==> src/rtl/ap_det_pkg.sv <==
// ap_det_pkg: shared types for the arithmetic-progression stream detector
package ap_det_pkg;
   typedef enum logic [1:0] {EMPTY, ONE, RUN} ap_state_e;
endpackage

==> src/rtl/ap_stream_detector.sv <==
// ap_stream_detector: flags when the last LEN accepted samples share one modular difference
module ap_stream_detector
   import ap_det_pkg::*;
#(
   parameter int WIDTH = 8,
   parameter int LEN = 7,
   localparam int RUN_W = $clog2(LEN + 1)
) (
   input  logic             clk,
   input  logic             rst_n,
   input  logic             clear,
   input  logic             nz_mode,
   input  logic             in_valid,
   input  logic [WIDTH-1:0] in_data,
   output logic             out_valid,
   output logic             is_ap,
   output logic [WIDTH-1:0] diff,
   output logic [RUN_W-1:0] run_len
);
   localparam logic [RUN_W-1:0] LEN_R = RUN_W'(LEN);
   localparam logic [RUN_W-1:0] RUN1 = RUN_W'(1);
   localparam logic [RUN_W-1:0] RUN2 = RUN_W'(2);
   ap_state_e state, state_n;
   logic [WIDTH-1:0] prev, prev_n, diff_n, d;
   logic [RUN_W-1:0] run_n;
   logic valid_n, ap_n, zero_brk;
   always_ff @(posedge clk or negedge rst_n)
      if (!rst_n) begin
         state     <= EMPTY;
         prev      <= '0;
         diff      <= '0;
         run_len   <= '0;
         out_valid <= 1'b0;
         is_ap     <= 1'b0;
      end else begin
         state     <= state_n;
         prev      <= prev_n;
         diff      <= diff_n;
         run_len   <= run_n;
         out_valid <= valid_n;
         is_ap     <= ap_n;
      end
   // a mismatching difference restarts at run=2: the previous sample opens the new run
   always_comb begin
      d        = in_data - prev;
      zero_brk = nz_mode && d == '0;
      state_n  = state;
      prev_n   = prev;
      diff_n   = diff;
      run_n    = run_len;
      valid_n  = 1'b0;
      ap_n     = is_ap;
      if (clear) begin
         state_n = EMPTY;
         diff_n  = '0;
         run_n   = '0;
         ap_n    = 1'b0;
      end else if (in_valid) begin
         valid_n = 1'b1;
         prev_n  = in_data;
         case (state)
            ONE: begin
               state_n = zero_brk ? ONE : RUN;
               run_n   = zero_brk ? RUN1 : RUN2;
               diff_n  = zero_brk ? diff : d;
            end
            RUN: begin
               state_n = zero_brk ? ONE : RUN;
               diff_n  = (zero_brk || d == diff) ? diff : d;
               run_n   = zero_brk ? RUN1 :
                         d != diff ? RUN2 :
                         run_len == LEN_R ? LEN_R : run_len + RUN1;
            end
            default: begin
               state_n = ONE;
               run_n   = RUN1;
            end
         endcase
         ap_n = run_n == LEN_R;
      end
   end
endmodule
==> config.mk <==
export PLATFORM = sky130hd
export DESIGN_NAME = ap_stream_detector
export DESIGN_NICKNAME = d
export VERILOG_FILES = /design/src/rtl/ap_det_pkg.sv /design/src/rtl/ap_stream_detector.sv
export SDC_FILE = /design/constraint.sdc
export NUM_CORES = 1
export LEC_CHECK = 0
export CELL_PAD_IN_SITES_DETAIL_PLACEMENT = 1
export CELL_PAD_IN_SITES_GLOBAL_PLACEMENT = 2
export CORE_UTILIZATION = 34
export CTS_CLUSTER_DIAMETER = 30
export DETAILED_ROUTE_END_ITERATION = 12
export HOLD_SLACK_MARGIN = 0.02
export MAX_ROUTING_LAYER = met4
export PLACE_DENSITY = 0.91
export SYNTH_ARGS = -nofsm -noshare
export SYNTH_HDL_FRONTEND = slang
export SYNTH_SLANG_ARGS = --single-unit
==> constraint.sdc <==
create_clock -name clk -period 3.65 [get_ports clk]
set_clock_uncertainty 0.1 [all_clocks]
set_input_delay 0.73 -clock clk [delete_from_list [all_inputs] [get_ports clk]]
set_output_delay 0.73 -clock clk [all_outputs]
set_load 0.005 [all_outputs]
---- Word level (Yosys, flattened, before mapping) ----
Cells that the tools add are included.
Widths: inputs -> output; s select.
storage, ports and cells
  latch bits .............................. 0
  memories ................................ 0
  flip-flop bits (word level) ............. 23
  RAM bits ................................ 0
  ROM bits ................................ 0
  output and inout port bits .............. 13
operators by class
  reductions and logical operators ........ 8
  $mul .................................... 0
  mux-type cells .......................... 22
  equal/unequal tests ..................... 8
  add/sub/neg operators ................... 2
  div/mod/pow operators ................... 0
  bitwise operators ....................... 1
  $lt $le $gt $ge ......................... 0
  shift-type cells ........................ 0
operator list
  operator             number
  $mux 8               4
  $mux 3               7
  $pmux 8 s2           1
  $mux 2               5
  $eq 8x8->1           1
  $logic_not 8->1      1
  $ne 8x8->1           1
  $sub 8x8->8          1
  $eq 3x3->1 const B   2
  $ne 3x3->1 const B   2
  $pmux 3 s2           1
  $mux 1               4
  $reduce_and 4->1     1
  $add 3x1->3 const B  1
  $reduce_bool 3->1    1
  $eq 2x1->1 const B   1
  $eq 2x2->1 const B   1
  $reduce_and 2->1     1
  $reduce_bool 2->1    1
  $reduce_or 2->1      1
  $logic_and 1x1->1    1
  $logic_or 1x1->1     1
  $not 1->1            1

---- Logic depth before layout (Yosys ltp) ----
Gate-level depths: netlist (run 1).
  word-level depth ........................ 10
  gate-level depth with buffers ........... 12

---- Worst setup path after synthesis (run 1) ----
No wires, ideal clock.
  kind .................................... input to register
  from .................................... in in_data[0]
  to ...................................... reg diff[0]
  required time ........................... 3.399 ns
  path slack .............................. 0.256 ns
  arrival ................................. 3.142 ns
  stages .................................. 12
  cell sequence ........................... inv_1 > ha_1 > inv_1 > fa_1 > a211o_1 > a31o_2 > a21oi_1 > xnor2_1 > or4_1 > buf_2 > o2111ai_2 > o32ai_2
between the ends
  longest elaborated chain between the ends .. 6
RTL lines
  what                               line                      text
  start, declared                    ap_stream_detector.sv:14  input logic [WIDTH-1:0] in_data,
  $sub 8x8->8 *                      ap_stream_detector.sv:45  d = in_data - prev;
  $logic_not 8->1                    ap_stream_detector.sv:46  zero_brk = nz_mode && d == '0;
  $logic_and 1x1->1                  ap_stream_detector.sv:46
  $logic_or 1x1->1                   ap_stream_detector.sv:69  diff_n = (zero_brk || d == diff) ? diff : d;
  $ne 3x3->1 (no source line)        -
  $reduce_and 4->1 (no source line)  -
  end signal, assigned               ap_stream_detector.sv:38  diff <= diff_n;
  end, declared                      ap_stream_detector.sv:17  output logic [WIDTH-1:0] diff,
Mark *: on every way between the ends. The rest lies on a longest branch, timed or not. The select of a mux whose other input is x is not followed.
A chain may end at the register's enable or synchronous reset.

---- Worst setup path in the final report (run 1) ----
  from .................................... in in_data[2]
  to ...................................... reg diff[7]
The elaborated chain is that of the path after synthesis.

==> flow_summary.toml, run 1 <==
[placement]
gp_congestion = 0.876
port_buffers = 25
dp.cells = 302
dp_slack_ns = -0.427
dp_hpwl_mm = 3.75

[clocking]
clock_latency_ns = 0.28
cts_tree = "built"
cts_num_sinks = 23
numCtsBuffers = 3
cts_hold_buf = 0
root_buffer = "clkbuf_8"
htree_levels = 1
clockBufferDepth = 2
clk_pin_slew_worst_paths_ns = 0.09

[synth]
synth-edff-count = 0
syn_inst = 179
syn_area_per_cell_um2 = 9.63
synthArstFlopShare_pct = 100
ys_warn_count = 0
synth_top_flop_cell = "dfrtp_1"
synth_nets = 204
synth_seq_cells = 23
synth_cell_type_count = 49
syn_area_um2 = 1720
yosysSeqAreaShare_pct = 33.4

[critical_path]
r2r_slack_ns = 0.57
crit_type = "input port to register"
rr_startpoint = "prev[0]$_DFFE_PN0P_"
startpoint = "in_data[2]"
rr_worst_depth = 10
slowest_delay_ns = 0.58
crit_end = "diff[7]$_DFFE_PN0P_"
cp.arrival_ns = 3.64
cpMaxStageDelayCell = "or4_4"
worstPathRequired_ns = 3.73
critPathBufInv = 2
worst-path-stages = 10
start_kind = "input port"
crit_path_end_kind = "register"
cp_cell_sequence = "clkdlybuf4s50_1, ha_1, o21ai_0, a21oi_4, buf_4, o21ai_0, o211ai_1, or4_4, o2111a_4, o32ai_2"
crit_top_cell = "o21ai_0"
worstPathMaxFanout = 8
cp_top_family = "compound AO/OA/AOI/OAI gates"
timing.rr.end = "diff[7]$_DFFE_PN0P_"

[route]
drc = 0
firstDrtPassIters = 4
routed_wl_mm = 4.87
vias_per_cell = 5.15
routedWlPerCell_um = 15.9
antenna_left = 0
drt_iter0_drc = 59
vias = 1582

[sta]
setup_viol = 0
fin_ws_ns = 0.0947
hold_viol = 0
fmax_mhz = 281
tns_ns = 0
drv_slew = 0
post-route-min-period_ns = 3.56
slew_headroom_pct = 73.7
worst_hold_slack_ns = 0.397
worstMarginPinSlew_ns = 0.393
finalCritPeriodShare_pct = 97.4

[global_routing]
antenna_found_initial = 0
grt_pass1_wl_mm = 8.21
grt_max_degree = 24
grt_pass1_vias = 1705
grt_overflow = 0
track_usage_pct = 20.9

[job]
max_cap_violations = 0

[cells_and_area]
syn2layout_area_growth_pct = 41.8
drive_gt1_share_pct = 31.7
num_antenna_cells = 0
finalNetCount = 266
final_cell_count_no_fill = 307

[pwr]
power_mw = 0.976
peakVddDrop_mv = 0.182
p_leak_nw = 1.04
p_per_area_nw_per_um2 = 400

[floorplan]
core-area_um2 = 4790
num_io_pins = 26
die-area_um2 = 5360
rows = 25
die_height_um = 73.2
start_util_pct = 36.0
fp.dieW_um = 73.2

[worst_hold_path]
min_path_type = "register to register"

[outcome]
status = "complete, no violations"
==> stage by stage <==
stage,instance area (um2),util [%]
2_1_floorplan,1720,-
3_3_place_gp,2300,48.1
3_5_place_dp,2300,48.1
4_1_cts,2400,50.2
5_1_grt,2440,51.0
6_report,2440,51.0
==> report_power, final <==
group / switching [mW] / internal, mW / leakage, nW / total [mW]
Clock: 0.0958 / 0.0767 / 0.0255 / 0.172
Combinational: 0.244 / 0.263 / 0.714 / 0.507
Sequential: 0.0181 / 0.279 / 0.301 / 0.297
Total: 0.358 / 0.619 / 1.04 / 0.976
==> flip-flops by register name (all words and copies together), names as in the netlist <==
register   flops
out_valid      1
diff           8
is_ap          1
prev           8
run_len        3
state          2
==> worst reg2reg max path, stage by stage (launching register included) <==
cell and delay [ns]:
dfrtp_1 0.39, ha_2 0.19, inv_2 0.04, fa_2 0.36
a211o_1 0.33, a31o_2 0.24, a21oi_1 0.17, xnor2_1 0.13
or4_4 0.59, o2111a_4 0.23, o32ai_2 0.23
==> cell type report <==
type                    instances  area [um2]
clock inverters                 1        5.00
well taps                      67        83.8
clock buffers                   3        41.3
flip-flops and latches         23         576
repair buffers                 64         558
inverters                      24        90.1
multi-input cells             125        1090
fillers                       552        2340
==> cell usage in the layout (no fill, tap or decap), drive strengths merged, types with 3 or more instances in the layout <==
| cell | instances |
|---|---|
| a21oi | 7 |
| dfrtp | 23 |
| nand4 | 4 |
| a2111oi | 3 |
| xnor2 | 10 |
| nor2 | 12 |
| o21ai | 10 |
| a211oi | 3 |
| clkbuf | 3 |
| inv | 24 |
| o32ai | 8 |
| buf | 39 |
| nand2 | 15 |
| clkdlybuf4s50 | 24 |
| ha | 11 |
==> cell usage after synthesis (2+ instances only) <==
master / instances / area, um2
inv_1: 24 / 90.1
dfrtp_1: 23 / 576
nand2_1: 15 / 56.3
nor2_1: 12 / 45.0
ha_1: 11 / 138
o21ai_0: 10 / 50.1
xnor2_1: 10 / 87.6
o32ai_2: 8 / 130
a21oi_1: 7 / 35.0
nand4_1: 4 / 25.0
a2111oi_0: 3 / 26.3
a211oi_1: 3 / 22.5
a2bb2oi_1: 2 / 17.5
buf_2: 2 / 10.0
buf_6: 2 / 22.5
mux2_2: 2 / 22.5
mux2i_1: 2 / 20.0
nand3_1: 2 / 10.0
nor2b_1: 2 / 12.5
nor3_1: 2 / 10.0
o21a_1: 2 / 15.0
or2_2: 2 / 12.5
or4_1: 2 / 15.0
xor2_1: 2 / 17.5
==> what timing repair did <==
| action | 4_1_cts | 5_1_grt |
|---|---|---|
| endpoints found under the setup margin | 12 | 14 |
| buffers inserted | 1 | 0 |
| resized for setup | 11 | 9 |
| pin swaps | 7 | 5 |
==> worst min-delay path by stage <==
stage / cells past startpoint / endpoint / slack [ns] / start
6_report: 2 / is_ap$_DFFE_PN0N_ / 0.40 / is_ap$_DFFE_PN0N_
5_1_grt: 2 / is_ap$_DFFE_PN0N_ / 0.44 / is_ap$_DFFE_PN0N_
4_1_cts: 2 / is_ap$_DFFE_PN0N_ / 0.41 / is_ap$_DFFE_PN0N_
3_5_place_dp: 2 / is_ap$_DFFE_PN0N_ / 0.39 / is_ap$_DFFE_PN0N_
3_3_place_gp: 2 / is_ap$_DFFE_PN0N_ / 0.38 / is_ap$_DFFE_PN0N_
2_1_floorplan: 0 / diff[0]$_DFFE_PN0P_ / 0.33 / rst_n
==> layer usage <==
| layer | GRT usage, % | vias to the layer above | share of wire [%] |
|---|---|---|---|
| li1 | - | 765 | - |
| met1 | 25.9 | 791 | 46 |
| met2 | 36.5 | 21 | 52 |
| met3 | 1.24 | 5 | 1.5 |
| met4 | 5.88 | 0 | 1.2 |
| met5 | - | - | 0 |
==> cells by family (layout without fill, tap and decap cells) <==
| family | Yosys count | in the layout | synth area share [%] |
|---|---|---|---|
| and+or+nand+nor | 47 | 47 | 13.7 |
| buffers and inverters | 31 | 92 | 8.35 |
| DFF | 23 | 23 | 33.4 |
| muxes | 4 | 4 | 2.47 |
| adders and majority gates | 12 | 12 | 9.15 |
| xor gates and xnor gates | 13 | 13 | 7.63 |
| AOI/OAI and AO/OA | 49 | 49 | 25.3 |
No activity file was read; power rests on OpenSTA's default activity.
==> inputs of run 2 (changes only) <==
--- a/config.mk
+++ b/config.mk
@@ -8,7 +8,7 @@
 export CELL_PAD_IN_SITES_DETAIL_PLACEMENT = 1
 export CELL_PAD_IN_SITES_GLOBAL_PLACEMENT = 2
 export CORE_UTILIZATION = 34
-export CTS_CLUSTER_DIAMETER = 30
+export CTS_CLUSTER_DIAMETER = 200
 export DETAILED_ROUTE_END_ITERATION = 12
 export HOLD_SLACK_MARGIN = 0.02
 export MAX_ROUTING_LAYER = met4
==> results of run 2 <==
Final layout, timing and power as in run 1 (identical DEF).
